===== config.mk =====
export PLATFORM = sky130hd
export DESIGN_NAME = tl_manager_port_arbiter
export DESIGN_NICKNAME = d
export VERILOG_FILES = /design/src/rtl/tl_manager_port_arbiter_pkg.sv /design/src/rtl/tl_manager_port_arbiter_ctr.sv /design/src/rtl/tl_manager_port_arbiter.sv
export SDC_FILE = /design/constraint.sdc
export NUM_CORES = 1
export LEC_CHECK = 0
export BUFFER_PORTS_ARGS = -buffer_cell sky130_fd_sc_hd__buf_4
export CAP_MARGIN = 20
export CORE_AREA = 2 2 166 168
export DETAILED_ROUTE_END_ITERATION = 16
export DIE_AREA = 0 0 168 170
export PLACE_DENSITY = 0.4
export SLEW_MARGIN = 10
export SYNTH_ARGS = -nofsm -noshare
export SYNTH_HDL_FRONTEND = slang
export SYNTH_SLANG_ARGS = --single-unit

===== constraint.sdc =====
create_clock -name clk -period 5.3 [get_ports clk]
set_input_delay 1.06 -clock clk [delete_from_list [all_inputs] [get_ports clk]]
set_output_delay 1.06 -clock clk [all_outputs]
set_load 0.005 [all_outputs]

===== src/rtl/tl_manager_port_arbiter_pkg.sv =====
// Shared types, TileLink type constants and beat-count helpers for the
// manager-port arbiter and its outstanding-transaction counters.
package tl_manager_port_arbiter_pkg;

  localparam logic [2:0] PUT_BLOCK          = 3'd3;
  localparam logic [3:0] GNT_GET_DATA_BLOCK = 4'd5;
  localparam logic [3:0] GNT_EXCL_ACK       = 4'd2;
  localparam int         BEATS              = 8;
  localparam logic [2:0] LAST_BEAT          = 3'(BEATS - 1);
  localparam int         CNT_W              = 3;

  typedef enum logic {
    IDLE,
    LOCKED
  } arb_state_e;

  typedef struct packed {
    logic [25:0] addr_block;
    logic        client_xact_id;
    logic [2:0]  addr_beat;
    logic        is_builtin_type;
    logic [2:0]  a_type;
    logic [11:0] union_bits;
    logic [63:0] data;
  } acquire_bits_t;

  function automatic logic is_multibeat_acq(input logic is_builtin_type,
                                            input logic [2:0] a_type);
    return is_builtin_type && (a_type == PUT_BLOCK);
  endfunction

  // Custom (non-builtin) grants carry data except for the exclusive ack.
  function automatic logic is_multibeat_gnt(input logic is_builtin_type,
                                            input logic [3:0] g_type);
    return is_builtin_type ? (g_type == GNT_GET_DATA_BLOCK)
                           : (g_type != GNT_EXCL_ACK);
  endfunction

endpackage


===== src/rtl/tl_manager_port_arbiter_ctr.sv =====
// Saturating up/down counter of outstanding acquires for one client;
// full flags that the client has reached its MAX_OUT limit.
module tl_outstanding_ctr
  import tl_manager_port_arbiter_pkg::*;
#(
  parameter int MAX_OUT = 2
) (
  input  logic             clk,
  input  logic             reset,
  input  logic             inc,
  input  logic             dec,
  output logic [CNT_W-1:0] count,
  output logic             full
);

  localparam logic [CNT_W-1:0] LIMIT = CNT_W'(MAX_OUT);

  always_ff @(posedge clk or negedge reset) begin
    if (!reset) begin
      count <= '0;
    end else if (inc && !dec) begin
      if (count != '1) count <= count + CNT_W'(1);
    end else if (dec && !inc) begin
      if (count != '0) count <= count - CNT_W'(1);
    end
  end

  assign full = (count >= LIMIT);

endmodule


===== src/rtl/tl_manager_port_arbiter.sv =====
// Two-client arbiter for the shared TileLink manager port with PutBlock locking,
// grant routing and per-client outstanding limits. CORERISCV_AXI4_ARB_FIXED_PRIO_EN selects fixed priority.
module tl_manager_port_arbiter
  import tl_manager_port_arbiter_pkg::*;
#(
  parameter int MAX_OUT = 2
) (
  input  logic        clk,
  input  logic        reset,
  input  logic        c0_acquire_valid,
  output logic        c0_acquire_ready,
  input  logic [25:0] c0_acquire_bits_addr_block,
  input  logic        c0_acquire_bits_client_xact_id,
  input  logic [2:0]  c0_acquire_bits_addr_beat,
  input  logic        c0_acquire_bits_is_builtin_type,
  input  logic [2:0]  c0_acquire_bits_a_type,
  input  logic [11:0] c0_acquire_bits_union,
  input  logic [63:0] c0_acquire_bits_data,
  input  logic        c1_acquire_valid,
  output logic        c1_acquire_ready,
  input  logic [25:0] c1_acquire_bits_addr_block,
  input  logic        c1_acquire_bits_client_xact_id,
  input  logic [2:0]  c1_acquire_bits_addr_beat,
  input  logic        c1_acquire_bits_is_builtin_type,
  input  logic [2:0]  c1_acquire_bits_a_type,
  input  logic [11:0] c1_acquire_bits_union,
  input  logic [63:0] c1_acquire_bits_data,
  output logic        mgr_acquire_valid,
  input  logic        mgr_acquire_ready,
  output logic [25:0] mgr_acquire_bits_addr_block,
  output logic        mgr_acquire_bits_client_xact_id,
  output logic [2:0]  mgr_acquire_bits_addr_beat,
  output logic        mgr_acquire_bits_is_builtin_type,
  output logic [2:0]  mgr_acquire_bits_a_type,
  output logic [11:0] mgr_acquire_bits_union,
  output logic [63:0] mgr_acquire_bits_data,
  output logic        mgr_acquire_bits_client_id,
  input  logic        mgr_grant_valid,
  output logic        mgr_grant_ready,
  input  logic [2:0]  mgr_grant_bits_addr_beat,
  input  logic        mgr_grant_bits_client_xact_id,
  input  logic [1:0]  mgr_grant_bits_manager_xact_id,
  input  logic        mgr_grant_bits_is_builtin_type,
  input  logic [3:0]  mgr_grant_bits_g_type,
  input  logic [63:0] mgr_grant_bits_data,
  input  logic        mgr_grant_bits_client_id,
  output logic        c0_grant_valid,
  output logic        c1_grant_valid,
  input  logic        c0_grant_ready,
  input  logic        c1_grant_ready,
  output logic [2:0]  c0_outstanding,
  output logic [2:0]  c1_outstanding
);

  arb_state_e    state_q, state_d;
  logic          lock_id_q, lock_id_d;
  logic [2:0]    beat_cnt_q, beat_cnt_d;
  logic [1:0]    req_valid, full, eligible, inc, dec;
  logic          sel, acq_fire, sel_multibeat, acq_last, gnt_fire, gnt_last;
  acquire_bits_t acq_bits [2];
  acquire_bits_t sel_bits;

  assign req_valid   = {c1_acquire_valid, c0_acquire_valid};
  assign acq_bits[0] = {c0_acquire_bits_addr_block, c0_acquire_bits_client_xact_id,
                        c0_acquire_bits_addr_beat, c0_acquire_bits_is_builtin_type,
                        c0_acquire_bits_a_type, c0_acquire_bits_union, c0_acquire_bits_data};
  assign acq_bits[1] = {c1_acquire_bits_addr_block, c1_acquire_bits_client_xact_id,
                        c1_acquire_bits_addr_beat, c1_acquire_bits_is_builtin_type,
                        c1_acquire_bits_a_type, c1_acquire_bits_union, c1_acquire_bits_data};

`ifdef CORERISCV_AXI4_ARB_FIXED_PRIO_EN
  logic tie_winner;
  assign tie_winner = 1'b0;
`else
  logic rr_q, rr_d, tie_winner;
  assign tie_winner = rr_q;

  // The other client gets the next tie once a transaction's last beat is accepted.
  always_comb begin
    rr_d = rr_q;
    if (acq_fire && acq_last) rr_d = ~sel;
  end

  always_ff @(posedge clk or negedge reset) begin
    if (!reset) rr_q <= 1'b0;
    else        rr_q <= rr_d;
  end
`endif

  always_ff @(posedge clk or negedge reset) begin
    if (!reset) begin
      state_q    <= IDLE;
      lock_id_q  <= 1'b0;
      beat_cnt_q <= '0;
    end else begin
      state_q    <= state_d;
      lock_id_q  <= lock_id_d;
      beat_cnt_q <= beat_cnt_d;
    end
  end

  always_comb begin
    state_d    = state_q;
    lock_id_d  = lock_id_q;
    beat_cnt_d = beat_cnt_q;
    if (acq_fire) begin
      case (state_q)
        IDLE: begin
          if (sel_multibeat) begin
            state_d    = LOCKED;
            lock_id_d  = sel;
            beat_cnt_d = 3'd1;
          end
        end
        LOCKED: begin
          if (beat_cnt_q == LAST_BEAT) begin
            state_d    = IDLE;
            beat_cnt_d = '0;
          end else begin
            beat_cnt_d = beat_cnt_q + 3'd1;
          end
        end
        default: state_d = IDLE;
      endcase
    end
  end

  // A locked client is forwarded even when its outstanding count is at the limit.
  always_comb begin
    eligible          = req_valid & ~full;
    sel               = 1'b0;
    mgr_acquire_valid = 1'b0;
    if (state_q == LOCKED) begin
      sel               = lock_id_q;
      mgr_acquire_valid = req_valid[lock_id_q];
    end else begin
      sel               = (&eligible) ? tie_winner : eligible[1];
      mgr_acquire_valid = |eligible;
    end
    c0_acquire_ready = mgr_acquire_valid && !sel && mgr_acquire_ready;
    c1_acquire_ready = mgr_acquire_valid &&  sel && mgr_acquire_ready;
  end

  assign sel_bits                         = acq_bits[sel];
  assign mgr_acquire_bits_addr_block      = sel_bits.addr_block;
  assign mgr_acquire_bits_client_xact_id  = sel_bits.client_xact_id;
  assign mgr_acquire_bits_addr_beat       = sel_bits.addr_beat;
  assign mgr_acquire_bits_is_builtin_type = sel_bits.is_builtin_type;
  assign mgr_acquire_bits_a_type          = sel_bits.a_type;
  assign mgr_acquire_bits_union           = sel_bits.union_bits;
  assign mgr_acquire_bits_data            = sel_bits.data;
  assign mgr_acquire_bits_client_id       = sel;

  assign acq_fire      = mgr_acquire_valid && mgr_acquire_ready;
  assign sel_multibeat = is_multibeat_acq(sel_bits.is_builtin_type, sel_bits.a_type);
  assign acq_last      = (state_q == LOCKED) ? (beat_cnt_q == LAST_BEAT) : !sel_multibeat;
  assign inc[0]        = acq_fire && acq_last && !sel;
  assign inc[1]        = acq_fire && acq_last &&  sel;

  assign c0_grant_valid  = mgr_grant_valid && !mgr_grant_bits_client_id;
  assign c1_grant_valid  = mgr_grant_valid &&  mgr_grant_bits_client_id;
  assign mgr_grant_ready = mgr_grant_bits_client_id ? c1_grant_ready : c0_grant_ready;
  assign gnt_fire        = mgr_grant_valid && mgr_grant_ready;
  assign gnt_last        = !is_multibeat_gnt(mgr_grant_bits_is_builtin_type, mgr_grant_bits_g_type)
                           || (mgr_grant_bits_addr_beat == LAST_BEAT);
  assign dec[0]          = gnt_fire && gnt_last && !mgr_grant_bits_client_id;
  assign dec[1]          = gnt_fire && gnt_last &&  mgr_grant_bits_client_id;

  // Grant payload reaches the clients by broadcast outside this block.
  logic unused_gnt_bits;
  assign unused_gnt_bits = ^{mgr_grant_bits_client_xact_id, mgr_grant_bits_manager_xact_id,
                             mgr_grant_bits_data};

  tl_outstanding_ctr #(.MAX_OUT(MAX_OUT)) u_ctr0 (
    .clk  (clk),
    .reset(reset),
    .inc  (inc[0]),
    .dec  (dec[0]),
    .count(c0_outstanding),
    .full (full[0])
  );

  tl_outstanding_ctr #(.MAX_OUT(MAX_OUT)) u_ctr1 (
    .clk  (clk),
    .reset(reset),
    .inc  (inc[1]),
    .dec  (dec[1]),
    .count(c1_outstanding),
    .full (full[1])
  );

endmodule


==> results by group <==
Clock tree
  – Clock latency at the later pin of the worst-skew pair: ~250 ps
  – Clk pin slew, worst setup/hold paths: roughly 50 ps
  – H-tree depth: 1
  – Post-CTS Resized: 0
  – Clk buf depth: 2
  – CTS Buf Count: 3
  – Sink Count: 12
  – TritonCTS clock tree: done
  – Post-CTS Setup Bufs: 0
  – Hold buffers post-CTS: 0
  – Root Buffer: clkbuf_16

Routing
  – WL final: around 15000 um
  – DR WL/cell: 13.3 um
  – Final ANT Viol Nets: 0
  – DR vias: 4169
  – Via density: 3.60
  – Initial DRC Count: 171
  – Remaining DRCs: 0
  – Router iterations before antenna repair: 4

Placed design
  – Port Buffers: about 360
  – Dpl hpwl: approximately 13000 um
  – GPL Wtd Cong: between 0.7 and 0.8

Yosys
  – Distinct cell type count after synthesis: 53
  – Post-Synth Adder-Cell Area: around 2.7%
  – Largest family of logic cells by synthesized area: simple AND/OR/NAND/NOR gates
  – Synth Area in Compound Gates: 12.5%
  – Cells after Synth: 481
  – Post-Synth XOR/XNOR Area: 0%
  – Synth async-reset ratio: 100%
  – Leading area contributor after synthesis: nand2_1
  – Register bit total from synthesis: 12
  – Simple logic cell fraction of the synthesized area: roughly 64%
  – Mean Syn Cell Area: approximately 5.0 um2
  – Area of the mapped netlist: ~0.0024 mm2
  – Most frequent cells after synthesis: nand2_1 (338), clkbuf_1 (27), dfrtp_1 (12), inv_1 (12), nor2_1 (10)
  – Top cells by area, synth: nand2_1 (53%), dfrtp_1 (12%), clkbuf_1 (4.2%)
  – Number of synthesized flops with an enable pin: 0
  – Part of the Yosys area used for sequential elements: between 10% and 20%
  – Most frequent cell after synthesis: nand2_1
  – Fraction of synthesized area in multiplexers: under 10%
  – Main flop type after synthesis: dfrtp_1
  – Area fraction of the dominant cell type after synthesis: a little over half
  – Net count after synthesis: slightly below 800
  – Synth warnings: 0

Worst setup path
  – Worst r2r path cells: 10
  – R2r setup slk: around 1600 ps
  – Worst EP arrival: around 3100 ps
  – Required time worst endpoint: ~4200 ps
  – Slowest stage delay, CP: ~390 ps
  – Setup CP Type: input port to primary output
  – Crit end category: primary output
  – CP max FO: 42
  – R2r endpoint: u_ctr1.count[2]
  – Cell Chain, Critical Path: buf_4, or3b_4, nor3_1, a21oi_4, inv_4, buf_4, nand2_1, nand2_1, buf_4
  – Startpoint types: input port
  – CP max-delay cell: inv_4
  – Worst r2r src: u_ctr1.count[1]
  – Most frequent cell on the critical path: buf_4

Timing
  – Slew @ Worst Pin: 659 ps
  – Setup TNS: 0 ps
  – Unrepaired setup endpoints after global routing: false
  – Hold Fails Final Rpt: 0
  – FMAX: ~0.24 GHz
  – Fin crit period: around 4200 ps
  – Worst Clk Skew: 5.79 ps
  – Setup Viol. Count Final: 0
  – Final Max Tran Viols: 0
  – Max-slew headroom: roughly 56%
  – Period utilisation layout: around four fifths

Floorplanning
  – Core area: between 0.02 and 0.03 mm2
  – Chip width: 168 um
  – Starting Density: between 9 and 10%
  – IO Pins: 427
  – Die area: 0.0286 mm2
  – Die height: about 170 um
  – Core Rows: 60

Finish
  – Area Growth Syn to Fin: 130%
  – Fin util: a little over a fifth
  – Layout cells sized above 1: 46.2%
  – Fillers: around 3100
  – Antenna Cells: 0
  – Post-layout net count: between 1000 and 1500

Status
  – Status: complete, no violations

Pwr
  – P per Cell Area: 290 mW/mm2
  – Overall power: 1.61 mW
  – Leak: 3.20 nW
  – Maximum vdd drop: around 100 uV

Global routing
  – Gr usage total: around a tenth
  – Pin count of the biggest net entering global routing: roughly 120
  – First-pass GRT wire length: 22900 um
  – Vias in the first global route: between 4000 and 5000
  – Antenna violations before repair: 0
  – Grt total ovfl: 0

Worst hold path
  – Min-delay src: beat_cnt_q[1]
  – Hold Path Class: register to register
  – Hold endpoint: beat_cnt_q[1]
  – Hold Crit Depth: 1

Job
  – Max Cap Violations: 0
through the flow:
stage          setup WS [ps]  hold slack, ps  cell area [um2]  instances
3_3_place_gp            1030             484             5470       1155
5_1_grt                  964             513             5560       1159
3_5_place_dp            1050             493             5470       1155
4_1_cts                 1060             504             5560       1159
6_report                1120             496             5560       1159
2_1_floorplan           1600             470             2420        481
report_power, final:
part | total, mW | internal, mW | switching [mW]
sequential | 0.209 | 0.129 | 0.0801
clock | 0.158 | 0.114 | 0.0433
combinational | 1.25 | 0.630 | 0.618
routing by layer:
layer  wire (um)  vias to the layer above  global-route usage [%]
met5           0                        -                       0
li1            -                     2192                       -
met3        1230                        7                    2.35
met2        7550                      201                    17.3
met4          83                        0                    1.32
met1        6510                     1769                    12.9
layout make-up:
class	instances	area [um2]	share of cell area, %
inverter	13	51.3	0.922
clock buffer	4	88.8	1.60
tap	341	427	7.67
sequential	12	300	5.40
timing repair buffer	363	2750	49.4
multi-input combinational	426	1950	35.0
cell families (layout without fill, tap and decap cells):
family,Yosys count,count (layout)
and+or+nand+nor,381,381
adders and majority gates,4,4
buffers and inverters,43,380
AOI/OAI and AO/OA,38,38
muxes,3,3
DFF,12,12
layout by cell type (no fill, tap or decap), drive strengths merged, types with 2 or more instances in the layout:
cell type	Yosys	final
a211oi	5	5
nand4	4	4
o21ai	4	4
fa	2	2
nor2b	2	2
a21o	2	2
nor4b	3	3
mux2i	2	2
buf	3	363
nor2	10	10
and3	2	2
dfrtp	12	12
nand4b	2	2
a32o	3	3
nand2b	2	2
ha	2	2
a221oi	2	2
or3b	2	2
nand2	340	340
nor3	3	3
clkbuf	27	4
or3	2	2
a2bb2oi	2	2
a21oi	10	10
inv	13	13
registers in the layout (all words and copies together), names as in the netlist:
signal,cells
u_ctr0.count,3
lock_id_q,1
state_q,1
rr_q,1
beat_cnt_q,3
u_ctr1.count,3
worst max-delay path, delay by kind of cell:
| family | cells | cell delay, ps |
|---|---|---|
| simple gates | 4 | 940 |
| compound gates | 1 | 80 |
| buf+inv | 4 | 990 |
worst max-delay path by stage:
stage	startpoint	to	slack, ps	depth (start not counted)
2_1_floorplan	c1_acquire_valid	mgr_acquire_bits_addr_beat[0]	1600	8
3_3_place_gp	c1_acquire_valid	u_ctr1.count[2]	1030	11
3_5_place_dp	c1_acquire_valid	u_ctr1.count[2]	1050	11
4_1_cts	c1_acquire_valid	mgr_acquire_bits_union[2]	1060	9
5_1_grt	c1_acquire_valid	mgr_acquire_bits_union[2]	960	9
6_report	c1_acquire_valid	mgr_acquire_bits_union[2]	1120	9
Power figures use the tool's default switching activity.
